**src/rtl/ltl_report_pkg.sv**
```systemverilog
// Shared defaults and the report-entry layout for the LTL report collector.
package ltl_report_pkg;

    localparam int DEF_DEPTH   = 8;
    localparam int DEF_STAMP_W = 32;
    localparam int DEF_CNT_W   = 16;

    typedef struct packed {
        logic [DEF_STAMP_W-1:0] stamp;
        logic [1:0]             hits;
    } report_entry_t;

endpackage

```
**src/rtl/ltl_report_collector_fifo.sv**
```systemverilog
// Report FIFO: power-of-two circular buffer, registered head, push accepted when full if a pop frees a slot.
module report_fifo
    import ltl_report_pkg::*;
#(
    parameter int  DEPTH   = DEF_DEPTH,
    parameter type entry_t = report_entry_t
) (
    input  logic   clk,
    input  logic   reset,
    input  logic   push,
    input  entry_t push_data,
    input  logic   pop,
    output entry_t head,
    output logic   full,
    output logic   empty
);

    localparam int AW = $clog2(DEPTH);

    entry_t          mem [DEPTH];
    logic [AW-1:0]   wr_ptr;
    logic [AW-1:0]   rd_ptr;
    logic [AW:0]     count;
    logic            do_push;
    logic            do_pop;

    assign empty   = (count == '0);
    assign full    = (count == (AW+1)'(DEPTH));
    assign do_pop  = pop && !empty;
    assign do_push = push && (!full || do_pop);
    assign head    = mem[rd_ptr];

    // Storage carries no reset; pointers alone define what is valid.
    always_ff @(posedge clk) begin
        if (do_push) begin
            mem[wr_ptr] <= push_data;
        end
    end

    always_ff @(posedge clk) begin
        if (reset) begin
            wr_ptr <= '0;
            rd_ptr <= '0;
            count  <= '0;
        end else begin
            if (do_push) begin
                wr_ptr <= wr_ptr + AW'(1);
            end
            if (do_pop) begin
                rd_ptr <= rd_ptr + AW'(1);
            end
            case ({do_push, do_pop})
                2'b10:   count <= count + (AW+1)'(1);
                2'b01:   count <= count - (AW+1)'(1);
                default: count <= count;
            endcase
        end
    end

endmodule

```
**src/rtl/ltl_report_collector.sv**
```systemverilog
// Timestamps property reports from the automata cluster, queues them, and keeps hit/drop statistics.
module ltl_report_collector
    import ltl_report_pkg::*;
#(
    parameter int DEPTH   = DEF_DEPTH,
    parameter int STAMP_W = DEF_STAMP_W,
    parameter int CNT_W   = DEF_CNT_W
) (
    input  logic               clk,
    input  logic               reset,
    input  logic               run,
    input  logic               ltl0c0,
    input  logic               ltl1c0,
    input  logic               clear_overflow,
    output logic               rpt_valid,
    input  logic               rpt_ready,
    output logic [STAMP_W-1:0] rpt_stamp,
    output logic [1:0]         rpt_hits,
    output logic [CNT_W-1:0]   hit_count0,
    output logic [CNT_W-1:0]   hit_count1,
    output logic [CNT_W-1:0]   drop_count,
    output logic               overflow
);

    typedef struct packed {
        logic [STAMP_W-1:0] stamp;
        logic [1:0]         hits;
    } entry_t;

    function automatic logic [CNT_W-1:0] sat_inc(input logic [CNT_W-1:0] v);
        return (&v) ? v : v + CNT_W'(1);
    endfunction

    logic [STAMP_W-1:0] sym_idx;
    logic               push_ev;
    logic               pop;
    logic               full;
    logic               empty;
    logic               drop;
    entry_t             push_entry;
    entry_t             head;

    assign push_ev          = run && (ltl0c0 || ltl1c0);
    assign push_entry.stamp = sym_idx;
    assign push_entry.hits  = {ltl1c0, ltl0c0};
    assign pop              = rpt_valid && rpt_ready;
    assign drop             = push_ev && full && !pop;

    report_fifo #(
        .DEPTH   (DEPTH),
        .entry_t (entry_t)
    ) u_fifo (
        .clk       (clk),
        .reset     (reset),
        .push      (push_ev),
        .push_data (push_entry),
        .pop       (pop),
        .head      (head),
        .full      (full),
        .empty     (empty)
    );

    // Head is masked while empty so the unreset storage never leaks out.
    assign rpt_valid = !empty;
    assign rpt_stamp = rpt_valid ? head.stamp : '0;
    assign rpt_hits  = rpt_valid ? head.hits  : 2'b00;

    always_ff @(posedge clk) begin
        if (reset) begin
            sym_idx    <= '0;
            hit_count0 <= '0;
            hit_count1 <= '0;
            drop_count <= '0;
            overflow   <= 1'b0;
        end else begin
            if (run) begin
                sym_idx <= sym_idx + STAMP_W'(1);
            end
            if (run && ltl0c0) begin
                hit_count0 <= sat_inc(hit_count0);
            end
            if (run && ltl1c0) begin
                hit_count1 <= sat_inc(hit_count1);
            end
            if (drop) begin
                drop_count <= sat_inc(drop_count);
            end
            // A fresh drop wins over a concurrent clear.
            if (drop) begin
                overflow <= 1'b1;
            end else if (clear_overflow) begin
                overflow <= 1'b0;
            end
        end
    end

endmodule

```
**config.mk**
```make
export PLATFORM = sky130hd
export DESIGN_NAME = ltl_report_collector
export DESIGN_NICKNAME = d
export VERILOG_FILES = /design/src/rtl/ltl_report_pkg.sv /design/src/rtl/ltl_report_collector_fifo.sv /design/src/rtl/ltl_report_collector.sv
export SDC_FILE = /design/constraint.sdc
export NUM_CORES = 1
export LEC_CHECK = 0
export ABC_CLOCK_PERIOD_IN_PS = 5700
export BUFFER_PORTS_ARGS = -buffer_cell sky130_fd_sc_hd__buf_2
export CAP_MARGIN = 25
export CORE_MARGIN = 2
export CORE_UTILIZATION = 45
export DETAILED_ROUTE_END_ITERATION = 8
export PLACE_DENSITY = 0.61
export SYNTH_ARGS = -nofsm -noshare
export SYNTH_HDL_FRONTEND = slang
export SYNTH_SLANG_ARGS = --single-unit
```
**constraint.sdc**
```tcl
create_clock -name clk -period 5.7 [get_ports clk]
set_input_delay 0.57 -clock clk [delete_from_list [all_inputs] [get_ports clk]]
set_output_delay 0.57 -clock clk [all_outputs]
set_load 0.02 [all_outputs]
```
Yosys cells after proc, flatten, opt, wreduce, memory -nomap -nowiden
Memory sizes are Yosys's and may differ from the RTL's. A register that Yosys moved wholly into a read port is not among the register bits.
Index checks and enable logic that the tools add are counted.
{ "totals": {"romBits": 0, "input_bits": 7, "memories": 1, "register_bits": 91, "elab_cells": 54, "out_inout_bits": 84, "latchBits": 0, "ram_bits": 272} }
{ "memory_table": {"columns": ["name", "words", "width", "read_ports", "rd_ports_with_merged_regs", "write_ports", "line_no", "rtl"], "rows": [
  ["u_fifo.mem", 8, 34, 1, 1, 1, "ltl_report_collector_fifo.sv:20", "entry_t mem [DEPTH];"]
]} }
{ "classes": {"n_mux": 9, "add_sub_neg": 8, "multipliers": 0, "n_eq_ne": 3, "shifts": 0, "n_div": 0, "n_bitwise": 3, "reduce_logical": 22, "order_cmp": 0} }
{ "ops": {"columns": ["operator", "n"], "rows": [
  ["16-bit by 1-bit adder with 16-bit output (second input constant)", 3],
  ["16-bit AND reduction", 3],
  ["32-bit by 1-bit adder with 32-bit output (second input constant)", 1],
  ["32-bit two-way mux", 1],
  ["1-bit logical AND", 8],
  ["4-bit case mux with 2 select lines", 1],
  ["3-bit by 1-bit adder with 3-bit output (second input constant)", 2],
  ["3-bit two-way mux", 2],
  ["2-bit AND reduction", 3],
  ["4-bit by 1-bit adder with 4-bit output (second input constant)", 1],
  ["4-bit equality test (second input constant)", 1],
  ["4-bit zero test", 1],
  ["1-bit two-way mux", 4],
  ["2-bit nonzero test", 2],
  ["4-bit by 1-bit subtractor with 4-bit output (second input constant)", 1],
  ["1-bit zero test", 3],
  ["1-bit NOT", 3],
  ["2-bit by 1-bit equality test with 1-bit output (second input constant)", 1],
  ["2-bit equality test (second input constant)", 1],
  ["1-bit logical OR", 2],
  ["2-bit two-way mux", 1]
]} }

Logic depth before layout (Yosys ltp)
Gate-level depths: netlist of the first run.
{ "logic_depth": {"word_depth": 8, "ltp_mapped": 8, "ltp_nobuf": 7} }

Cells and area by module
Synthesis of the first run repeated with hierarchy kept, for this count alone.
{ "unflattened": {"cells_unflattened": 960, "area_unflattened_um2": 15073.2} }
{ "by_module_without_submodules": {"columns": ["module", "area_per_inst_um2", "seq_area_each_um2", "cells_each", "instances"], "rows": [
  ["report_fifo", 11066.9, 8428.1, 477, 1],
  ["ltl_report_collector", 4006.3, 1621.6, 483, 1]
]} }

Worst setup path before layout of the first run
No wires, ideal clock.
{ "synth_timing": {"path_kind": "input -> register", "start": "input port run", "end": "memory u_fifo.mem[0][0] (netlist bit), enable pin", "stages": 4, "t_arrival_ps": 4411, "t_required_ps": 5190, "path_buffers": 1, "setup_time_ps": 510, "path_slack_ps": 779, "cell_sequence": "buf_2 > o21a_1 > o21ai_0 > nor4_1"} }
{ "synth_via": {"elab_chain_cells": 4} }
{ "synth_lines": {"columns": ["element", "line_no", "rtl"], "rows": [
  ["from (decl)", "ltl_report_collector.sv:11", "input logic run,"],
  ["1-bit logical AND", "ltl_report_collector.sv:43", "assign push_ev = run && (ltl0c0 || ltl1c0);"],
  ["1-bit logical AND", "ltl_report_collector_fifo.sv:30", "assign do_push = push && (!full || do_pop);"],
  ["1-bit two-way mux", "ltl_report_collector_fifo.sv:35", "if (do_push) begin"],
  ["1-bit two-way mux (not written as such)", "ltl_report_collector_fifo.sv:36", "mem[wr_ptr] <= push_data;"],
  ["to (decl)", "ltl_report_collector_fifo.sv:20", null]
]} }
No other way between the ends.

==> summary.txt, run 1 <==
Outcome
  • Status: complete, no violations

Die
  • DIE WIDTH: 187 um
  • Initial Utilization: 0.458
  • Ports: 91
  • Height of the die: 187 um
  • Core area: 32700 um2
  • Die area: 34800 um2
  • Row count: 66

GRT
  • Final global-route overflow total: 0
  • First-pass GRT wire length: 47700 um
  • Total track usage: 0.172
  • Vias in the first global route: 8604
  • Largest net degree at the start of global routing: 69
  • Antenna violations before repair: 1

Clock tree
  • Clk sinks: 366
  • Clock Path Buffers: 3
  • Post-CTS Setup Bufs: 0
  • PostCTS Resize Cnt: 0
  • Latest clock arrival within the worst-skew pair: 0.52 ns
  • TritonCTS clock tree: built
  • Clock transition at path regs: 0.06 ns
  • H-tree lvl count: 2
  • Hold buffers post-CTS: 0
  • Root buffer cell: clkbuf_16
  • Num CTS Buffers: 39

Finish
  • # fillers: 2754
  • Area of the multi-input gates: 4720 um2
  • Antenna cells: 0
  • Final std cells w/o fill: 1557
  • Final nets: 1100
  • FF+latch area: 10100 um2
  • Share of cells above drive strength 1: 0.242
  • Core Util, Final: 0.525
  • Area delta synth->final: 14.5%

Route
  • Via/cell ratio: 5.58
  • Drt first pass iters: 5
  • Detailed-route wire length: 29800 um
  • DRT iter0 DRCs: 495
  • Drt drc: 0
  • Routed Antenna Nets: 0
  • WL/cell: 19.1 um
  • DR vias: 8695

Timing
  • Endpoints failing setup: 0
  • Setup TNS: 0 ns
  • Slew @ Worst Pin: 1.05 ns
  • Final worst setup slack: 2.21 ns
  • Unrepaired setup endpoints after global routing: false
  • Final count of pins violating max slew: 0
  • Min cycle time layout: 3.49 ns
  • Fmax: 287 MHz
  • Final Skew: 0.0169 ns
  • Worst slew margin: 0.300
  • Final hold vios: 0
  • Period utilization: 0.612

Setup path
  • Type of origin of the critical path: flop
  • Worst Path Max Fanout: 28
  • CP endpoint kind: primary output
  • Critical Path AT: 2.92 ns
  • Critical Setup Path Class: reg -> out
  • CP required: 5.13 ns

Run
  • Max-cap viol count: 0

Power and ir drop
  • Tot Pwr: 6.32 mW
  • Power density over cell area: 369 nW/um2
  • LEAKAGE: 5.77 nW
  • Peak supply drop: 0.228 mV

Place
  • Half-perimeter wire length after placement: 17400 um
  • I/O Buffers: 90
  • Post-Place Worst Slack: 2.32 ns
  • RePlAce Congestion: 0.793
  • Cells after DPL: 1485

Yosys
  • Commonest cells post-synth: 272 x edfxtp_1, 94 x dfxtp_1, 89 x nor2_1
  • Post-synthesis cell area: 15000 um2
  • Yosys reg bits: 366
  • Synth Warn #: 0
  • Syn avg cell area: 15.1 um2
  • Post-Syn Instances: 993
  • Ys async rst share: 0
  • Mapped Nets: 1007
  • Register area share after synthesis: 0.671
  • Post-synth EDFFs: 272
  • Largest cells by area after synthesis: edfxtp_1 54%, dfxtp_1 13%, mux4_2 10%
  • Cell taking the most area after synthesis: edfxtp_1
  • Synth Flop Type: edfxtp_1
  • Most frequent cell after synthesis: edfxtp_1
  • Number of distinct library cells after synthesis: 50
  • Area share of the largest cell type after synthesis: 0.545

Worst hold path
  • HP Class: in -> reg
-- per-stage QoR --
step	cell area (um2)	hold WS, ns
after floorplan	15000	0.480
after global placement	15900	0.466
after detailed placement	15900	0.469
after CTS	17100	0.293
after global routing	17200	0.324
final	17200	0.313
-- state kept, by name (all words and copies together) (netlist names), named ones only --
signal	flops
drop_count	16
u_fifo.count	4
u_fifo.rd_ptr	3
u_fifo.mem	272
hit_count1	16
overflow	1
hit_count0	16
u_fifo.wr_ptr	3
sym_idx	32
-- cell usage in the layout, fill, tap and decap left out, types with 4 or more instances in the layout --
master	n
inv_1	15
edfxtp_1	272
xor2_1	12
nand4_1	23
clkbuf_1	13
a21oi_1	50
nor4_1	15
nor3_1	12
dfxtp_1	91
clkinv_2	7
buf_4	15
or2_2	4
o21ai_0	12
or3_1	9
clkbuf_16	39
nor2_1	86
and4_1	4
mux4_2	68
ha_1	7
nor2b_1	14
and3_1	12
or4_1	31
a211oi_1	4
nand2b_1	7
buf_2	90
mux2i_1	38
mux2_2	16
xnor2_1	6
nor3_2	4
nand3_1	27
clkinv_1	4
o31ai_1	32
nand2_1	29
-- area by class of cell --
cell class	count	area share
inverter	15	0.00328
clock inverter	17	0.00838
multi-input combinational	557	0.275
sequential	366	0.586
tap	442	0.0322
clock buffer	53	0.0605
timing repair buffer	107	0.0346
-- cells by family (layout without fill, tap and decap cells) --
logic type | after synthesis | after routing | share of synthesized area
mux | 122 | 122 | 0.140
simple gates | 294 | 294 | 0.106
flops | 366 | 366 | 0.671
fa+ha+maj | 7 | 7 | 0.00584
xor+xnor | 18 | 18 | 0.0105
compound gates | 116 | 116 | 0.0489
buf+inv | 70 | 192 | 0.0186
-- power breakdown --
part / internal, mW / switching, mW
registers: 2.90 / 0.117
logic: 0.425 / 0.538
clock network: 1.37 / 0.977
-- path summary, 6_finish.rpt --
kind	from	cells after the start	slack, ns	endpoint
worst max register to register	u_fifo.count[1]	5	2.92	u_fifo.mem[5][23]
worst min-delay path	clear_overflow	3	0.31	overflow
worst min register to register	overflow	2	0.47	overflow
worst max-delay path	flop	6	2.21	rpt_stamp[31]
-- metal layers --
metal	global-route usage	vias up	wire length, um
li1	-	4117	-
met1	0.237	4370	13600
met2	0.285	159	14400
met3	0.0292	47	1200
met4	0.0452	2	587
met5	0	-	13
-- worst max-delay path: stages, from the launching register on --
cell and delay (ns):
dfxtp_4 0.66, buf_12 0.31, buf_4 0.40, mux4_2 0.54, mux2i_1 0.21, nor2_1 0.06, buf_2 0.17
No activity file was read; power rests on OpenSTA's default activity.
==> run 2: changes to the inputs <==
Settings changed: ABC_CLOCK_PERIOD_IN_PS 5700 to 3500.
Clock period 5.7 ns to 3.5 ns, I/O delays scaled along.
==> summary.txt, run 2 (same netlist as run 1, synthesis figures left out) <==
Outcome
  • Status: complete, no violations (unchanged)

Power and ir drop
  • Seq pwr share: 0.455 (was 0.476)
  • Net Sw Frac: 0.251 (was 0.258)
  • P_sw: 2.68 mW (was 1.63 mW)
  • Tot Pwr: 10.7 mW (was 6.32 mW)
  • Peak supply drop: 0.327 mV (was 0.228 mV)
  • Power density over cell area: 611 nW/um2 (was 369 nW/um2)
  • LEAKAGE: 5.90 nW (was 5.77 nW)
  • Internal Power: 8.00 mW (was 4.69 mW)
  • Combinational power share: 0.155 (was 0.152)
  • Clk pwr share: 0.391 (was 0.371)

Worst hold path
  • Worst hold path stage count: 3 (unchanged)
  • HP Class: in -> reg (unchanged)
  • Min-Delay Startpoint: clear_overflow (unchanged)
  • WHS Endpoint: overflow (unchanged)

Timing
  • Unrepaired setup endpoints after global routing: false (unchanged)
  • Slew @ Worst Pin: 0.810 ns (was 1.05 ns)
  • Endpoints failing setup: 0 (unchanged)
  • Min cycle time layout: 2.82 ns
  • Worst slew margin: 0.458 (was 0.300)
  • Final Skew: 0.00951 ns (was 0.0169 ns)
  • Fmax: 354 MHz
  • Period utilization: 0.807
  • Final hold vios: 0 (unchanged)
  • Final count of pins violating max slew: 0 (unchanged)
  • Hold Slack: 0.0910 ns (was 0.313 ns)

Finish
  • Share of cells above drive strength 1: 0.256 (was 0.242)
  • Largest Register: u_fifo.mem (unchanged)
  • Commonest non-fill, non-tap cell in the layout: edfxtp_1 (unchanged)
  • Most frequent cells in the layout: 272 x edfxtp_1, 91 x dfxtp_1, 89 x buf_2, 86 x nor2_1, 68 x mux4_2 (was 272 x edfxtp_1, 91 x dfxtp_1, 90 x buf_2, 86 x nor2_1, 68 x mux4_2)
  • Antenna cells: 0 (unchanged)
  • Final nets: 1111 (was 1100)
  • Max reg flops: 272 (unchanged)
  • Top flop regs: u_fifo.mem: 272 flops, sym_idx: 32 flops (unchanged)
  • Area delta synth->final: 16.5% (was 14.5%)

Setup path
  • Type of origin of the critical path: flop (unchanged)
  • Worst Path Max Fanout: 20 (was 28)
  • Critical Setup Path Class: reg -> out (unchanged)
  • Critical Path AT: 2.47 ns (was 2.92 ns)
  • Worst Reg-to-Reg Cells: 5 (unchanged)
  • Reg2reg start: u_fifo.count[1] (unchanged)
  • CP required: 3.15 ns (was 5.13 ns)
  • Reg2reg setup slack: 0.97 ns (was 2.92 ns)
  • Reg2Reg Capture Point: u_fifo.mem[7][0] (was u_fifo.mem[5][23])
  • CP endpoint kind: primary output (unchanged)

Clock tree
  • Root buffer cell: clkbuf_16 (unchanged)
  • Clock Path Buffers: 3 (unchanged)
  • Clk sinks: 366 (unchanged)
  • PostCTS Resize Cnt: 0 (unchanged)
  • Latest clock arrival within the worst-skew pair: 0.52 ns (about the same)
  • Post-CTS Setup Bufs: 0 (unchanged)
  • Clock transition at path regs: 0.06 ns (about the same)
  • H-tree lvl count: 2 (unchanged)
  • Num CTS Buffers: 39 (unchanged)
  • Hold buffers post-CTS: 0 (unchanged)
  • TritonCTS clock tree: built (unchanged)

Die
  • DIE WIDTH: 187 um (unchanged)
  • Ports: 91 (unchanged)
  • Height of the die: 187 um (unchanged)
  • Core area: 32700 um2 (unchanged)
  • Row count: 66 (unchanged)
  • Initial Utilization: 0.458 (unchanged)
  • Die area: 34800 um2 (unchanged)

GRT
  • Antenna violations before repair: 1 (unchanged)
  • Vias in the first global route: 8849 (was 8604)
  • First-pass GRT wire length: 48500 um (was 47700 um)
  • Total track usage: 0.174 (was 0.172)
  • Largest net degree at the start of global routing: 50 (was 69)
  • Final global-route overflow total: 0 (unchanged)

Route
  • Detailed-route wire length: 29800 um (about the same)
  • DRT iter0 DRCs: 695 (was 495)
  • Drt first pass iters: 5 (unchanged)
  • Routed Antenna Nets: 0 (unchanged)
  • Via/cell ratio: 5.62 (was 5.58)
  • WL/cell: 19.0 um (was 19.1 um)
  • Drt drc: 0 (unchanged)
  • DR vias: 8823 (was 8695)

Run
  • Max-cap viol count: 0 (unchanged)

Place
  • I/O Buffers: 90 (unchanged)
  • RePlAce Congestion: 0.825 (was 0.793)
  • Half-perimeter wire length after placement: 18400 um (was 17400 um)
[run 2: cell count changes in the layout (fill, tap and decap cells not counted), moves of 2 or more]
cell        delta
clkinv_2       -3
clkbuf_16      +3
clkbuf_8       +6
buf_12         +5
buf_4          +8
clkinvlp_4     +2
clkinv_4       -2
clkbuf_1       -5
[run 2: stage by stage]
| step | std cells | setup TNS [ns] | util | worst slack [ns] | cell area, um2 |
|---|---|---|---|---|---|
| 2_1_floorplan | 993 | -35.46 | - | -0.348 | 15000 |
| 3_3_place_gp | 1498 | 0 | 0.493 | 0.776 | 16100 |
| 3_5_place_dp | 1498 | 0 | 0.493 | 0.738 | 16100 |
| 4_1_cts | 1569 | 0 | 0.534 | 0.582 | 17500 |
| 5_1_grt | 1569 | 0 | 0.534 | 0.474 | 17500 |
| 6_report | 1569 | 0 | 0.534 | 0.676 | 17500 |
[run 2: worst max-delay path by stage]
stage	slack, ns	from	endpoint	cells past startpoint
final	0.68	flop	rpt_stamp[7]	5
after CTS	0.58	flop	rpt_stamp[7]	5
after global routing	0.47	flop	rpt_stamp[7]	5
after detailed placement	0.74	run	u_fifo.mem[7][26]	6
after global placement	0.78	run	u_fifo.mem[7][29]	6
after floorplan	-0.35	u_fifo.count[1]	u_fifo.mem[2][0]	4
[run 2: worst max-delay path: stages, from the launching register on]
cell	delay (ns)
dfxtp_4	0.60
buf_4	0.38
mux4_2	0.55
mux2i_1	0.17
nor2_1	0.06
buf_2	0.17
[run 2: cell type report]
cell class / instances / area [um2]
fillers: 2734 / 15200
clock inverters: 14 / 153
flip-flops and latches: 366 / 10100
clock buffers: 57 / 1180
well taps: 442 / 553
inverters: 15 / 56.3
multi-input cells: 557 / 4730
repair buffers: 118 / 738
[run 2: power groups by stage]
stage / Combinational (mW) / Clock (mW) / Sequential, mW
floorplan: 1.28 / 0 / 4.84
global placement: 1.69 / 0 / 4.95
detailed placement: 1.70 / 0 / 4.95
CTS: 1.70 / 4.28 / 4.86
global route: 1.81 / 4.46 / 4.87
finish: 1.65 / 4.17 / 4.85
[run 2: metal layers]
layer / up-vias / GRT usage / wire (um)
met4: 2 / 0.0488 / 649
met5: - / 0 / 13
met3: 48 / 0.0295 / 1190
met1: 4436 / 0.241 / 13700
met2: 196 / 0.286 / 14200
li1: 4141 / - / -
==> run 3: changes to the inputs <==
Settings changed: ABC_AREA from default to 1, ABC_CLOCK_PERIOD_IN_PS 3500 to 2800.
Clock period 3.5 ns to 2.8 ns, I/O delays scaled along.
==> summary.txt, run 3 <==
Setup path
  • Max incr delay on CP: 0.50 ns (was 0.60 ns)
  • Worst Reg-to-Reg Cells: 12 (was 5)
  • Critical Setup Path Class: reg -> out (unchanged)
  • CP required: 2.52 ns (was 3.15 ns)
  • Reg2reg start: u_fifo.count[0] (was u_fifo.count[1])
  • Critical path cell sequence: buf_12 -> nor2_1 -> nor2_1 -> o21ai_0 -> o21ai_0 -> o21ai_0 -> a31oi_1 -> buf_2 (was buf_4 -> mux4_2 -> mux2i_1 -> nor2_1 -> buf_2)
  • Most used cell, CP: o21ai_0
  • Reg2reg setup slack: 0.82 ns (was 0.97 ns)
  • Reg2Reg Capture Point: u_fifo.count[2] (was u_fifo.mem[7][0])
  • Type of origin of the critical path: flop (unchanged)
  • Cell family with most CP delay: compound AO/OA/AOI/OAI gates (was multiplexers)
  • Critical Path AT: 2.31 ns (was 2.47 ns)
  • CP endpoint kind: primary output (unchanged)
  • Buffers & Inverters on Critical Path: 2 (unchanged)
  • Worst Path Max Fanout: 53 (was 20)
  • Slowest CP cell: dfxtp_4 (unchanged)

Yosys
  • Number of distinct library cells after synthesis: 35 (was 50)
  • Register area share after synthesis: 0.637 (was 0.671)
  • Ys async rst share: 0 (unchanged)
  • Most frequent cell after synthesis: nor2_1 (was edfxtp_1)
  • Synth Warn #: 0 (unchanged)
  • Post-synth EDFFs: 272 (unchanged)
  • Yosys reg bits: 366 (unchanged)
  • Post-synthesis cell area: 15800 um2 (was 15000 um2)
  • Post-synthesis compound-gate area fraction: 0.109 (was 0.0489)
  • Area share of the largest cell type after synthesis: 0.518 (was 0.545)
  • Largest family of logic cells by synthesized area: simple AND/OR/NAND/NOR gates (was multiplexers)
  • Cell taking the most area after synthesis: edfxtp_1 (unchanged)
  • Post-Syn Instances: 1607 (was 993)
  • Mux contribution to synthesized area: 0 (was 0.140)
  • XOR/XNOR share of the synthesized area: 0.0211 (was 0.0105)
  • Commonest cells post-synth: 353 x nor2_1, 272 x edfxtp_1, 227 x nand2_1 (was 272 x edfxtp_1, 94 x dfxtp_1, 89 x nor2_1)
  • Syn avg cell area: 9.82 um2 (was 15.1 um2)
  • Post-Synth Simple-Gate Area: 0.185 (was 0.106)
  • Synth Area in Adders: 0.00555 (was 0.00584)
  • Mapped Nets: 1621 (was 1007)
  • Synth Flop Type: edfxtp_1 (unchanged)
  • Largest cells by area after synthesis: edfxtp_1 52%, dfxtp_1 12%, nor2_1 8.4% (was edfxtp_1 54%, dfxtp_1 13%, mux4_2 10%)

GRT
  • Vias in the first global route: 11100 (was 8849)
  • Largest net degree at the start of global routing: 78 (was 50)
  • Total track usage: 0.197 (was 0.174)
  • First-pass GRT wire length: 57400 um (was 48500 um)
  • Antenna violations before repair: 0 (was 1)
  • Final global-route overflow total: 0 (unchanged)

Timing
  • Fmax: 387 MHz
  • Slew @ Worst Pin: 0.787 ns (was 0.810 ns)
  • Endpoints failing setup: 0 (unchanged)
  • Final hold vios: 0 (unchanged)
  • Unrepaired setup endpoints after global routing: false (unchanged)
  • Worst slew margin: 0.473 (was 0.458)
  • Final count of pins violating max slew: 0 (unchanged)
  • Final Skew: 0.0235 ns (was 0.00951 ns)
  • Min cycle time layout: 2.59 ns
  • Setup TNS: 0 ns (unchanged)
  • Period utilization: 0.924

Die
  • Initial Utilization: 0.457 (was 0.458)
  • Core area: 34500 um2 (was 32700 um2)
  • Ports: 91 (unchanged)
  • DIE WIDTH: 191 um (was 187 um)
  • Row count: 68 (was 66)
  • Height of the die: 191 um (was 187 um)
  • Die area: 36600 um2 (was 34800 um2)

Finish
  • Largest Register: u_fifo.mem (unchanged)
  • FF+latch area: 10100 um2 (about the same)
  • Antenna cells: 0 (unchanged)
  • Final nets: 1714 (was 1111)
  • Area of the multi-input gates: 5120 um2 (was 4730 um2)
  • Max reg flops: 272 (unchanged)
  • Top flop regs: u_fifo.mem: 272 flops, sym_idx: 32 flops (unchanged)
  • Most frequent cells in the layout: 345 x nor2_1, 272 x edfxtp_1, 227 x nand2_1, 220 x o21ai_0, 92 x dfxtp_1 (was 272 x edfxtp_1, 91 x dfxtp_1, 89 x buf_2, 86 x nor2_1, 68 x mux4_2)
  • Area delta synth->final: 14.9% (was 16.5%)
  • # fillers: 3116 (was 2734)
  • Post-Layout Inst Area: 18100 um2 (was 17500 um2)
  • Share of cells above drive strength 1: 0.128 (was 0.256)
  • Commonest non-fill, non-tap cell in the layout: nor2_1 (was edfxtp_1)

Clock tree
  • Num CTS Buffers: 39 (unchanged)
  • Root buffer cell: clkbuf_16 (unchanged)
  • H-tree lvl count: 2 (unchanged)
  • Clk sinks: 366 (unchanged)
  • Clock transition at path regs: 0.06 ns (about the same)
  • Clock Path Buffers: 3 (unchanged)
  • Latest clock arrival within the worst-skew pair: 0.53 ns (was 0.52 ns)
  • TritonCTS clock tree: built (unchanged)

Route
  • DRT iter0 DRCs: 721 (was 695)
  • WL/cell: 16.4 um (was 19.0 um)
  • Routed Antenna Nets: 0 (unchanged)
  • Drt drc: 0 (unchanged)
  • DR vias: 11400 (was 8823)
  • Drt first pass iters: 5 (unchanged)
  • Detailed-route wire length: 35800 um (was 29800 um)
  • Via/cell ratio: 5.24 (was 5.62)

Worst hold path
  • WHS Endpoint: u_fifo.mem[6][0] (was overflow)
  • Worst hold path stage count: 1 (was 3)
  • HP Class: in -> reg (unchanged)
  • Min-Delay Startpoint: ltl0c0 (was clear_overflow)

Power and ir drop
  • Tot Pwr: 13.6 mW (was 10.7 mW)
  • P_sw: 3.90 mW (was 2.68 mW)
  • Combinational power share: 0.187 (was 0.155)
  • Net Sw Frac: 0.286 (was 0.251)
  • Peak supply drop: 0.514 mV (was 0.327 mV)
  • LEAKAGE: 6.45 nW (was 5.90 nW)
  • Internal Power: 9.73 mW (was 8.00 mW)
  • Power density over cell area: 752 nW/um2 (was 611 nW/um2)
  • Seq pwr share: 0.443 (was 0.455)
  • Clk pwr share: 0.370 (was 0.391)

Place
  • Half-perimeter wire length after placement: 22100 um (was 18400 um)
  • Placed inst area: 16800 um2 (was 16100 um2)
  • RePlAce Congestion: 0.839 (was 0.825)
  • I/O Buffers: 90 (unchanged)

Run
  • Max-cap viol count: 0 (unchanged)

Outcome
  • Status: complete, no violations (unchanged)
[run 3: cell count changes after synthesis, moves of 31 or more]
| cell | previous run | this run |
|---|---|---|
| nor2_1 | 89 | 353 |
| o21ai_0 | 12 | 220 |
| nand2_1 | 29 | 227 |
| inv_1 | 15 | 84 |
| mux4_2 | 68 | 0 |
| mux2i_1 | 38 | 0 |
| a31oi_1 | 3 | 35 |
| o31ai_1 | 32 | 0 |
| or4_1 | 31 | 0 |
[run 3: cell type report]
cell class,instances,share of cell area
clock inverters,11,0.00649
repair buffers,122,0.0435
well taps,455,0.0314
flip-flops and latches,366,0.555
inverters,88,0.0183
multi-input cells,1083,0.283
clock buffers,60,0.0632
[run 3: metrics by stage]
stage               hold slack, ns  utilization  setup WS [ns]  instances
floorplan                    0.379            -         0.0879       1607
global placement             0.448        0.488          0.654       2112
detailed placement           0.459        0.488          0.616       2112
CTS                         0.0709        0.525         0.0742       2184
global route                0.0835        0.525         0.0560       2185
finish                      0.0924        0.525          0.214       2185
[run 3: timing repair]
item / 4_1_cts / 5_1_grt
buffers inserted: 0 / 1
hold endpoints to repair: 1 / 0
hold buffers: 1 / 0
setup endpoints to repair: 0 / 10
resized for setup: 0 / 1
[run 3: cell families after synthesis]
group / Yosys count
flip-flops: 366
adder cells (fa/ha/maj): 7
buffers and inverters: 158
AND/OR/NAND/NOR: 704
XOR/XNOR: 38
AO/OA/AOI/OAI: 334
[run 3: worst max path at each step]
stage / from / endpoint / slack [ns] / cells past startpoint
after floorplan: u_fifo.count[0] / u_fifo.mem[0][0] / 0.09 / 6
after global placement: flop / rpt_stamp[24] / 0.65 / 7
after detailed placement: run / u_fifo.mem[6][23] / 0.62 / 8
after CTS: flop / rpt_stamp[27] / 0.07 / 7
after global routing: flop / rpt_stamp[1] / 0.06 / 8
final: flop / rpt_stamp[1] / 0.21 / 8
[run 3: layer usage]
layer  GRT usage  vias to the layer above  routed length, um  part of all wire
met5           0                        -                  0                 0
met4      0.0538                        0                629             0.018
met3      0.0312                       49               1660             0.046
met2       0.335                      273              17200              0.48
met1       0.263                     5429              16300              0.46
li1            -                     5697                  -                 -
[run 3: power by group through the flow]
| stage | Sequential (mW) | Combinational, mW | Clock [mW] |
|---|---|---|---|
| 3_3_place_gp | 6.16 | 2.52 | 0 |
| 6_report | 6.04 | 2.55 | 5.04 |
| 4_1_cts | 6.05 | 2.58 | 5.15 |
| 2_1_floorplan | 6.09 | 1.77 | 0 |
| 5_1_grt | 6.05 | 2.85 | 5.35 |
| 3_5_place_dp | 6.17 | 2.56 | 0 |
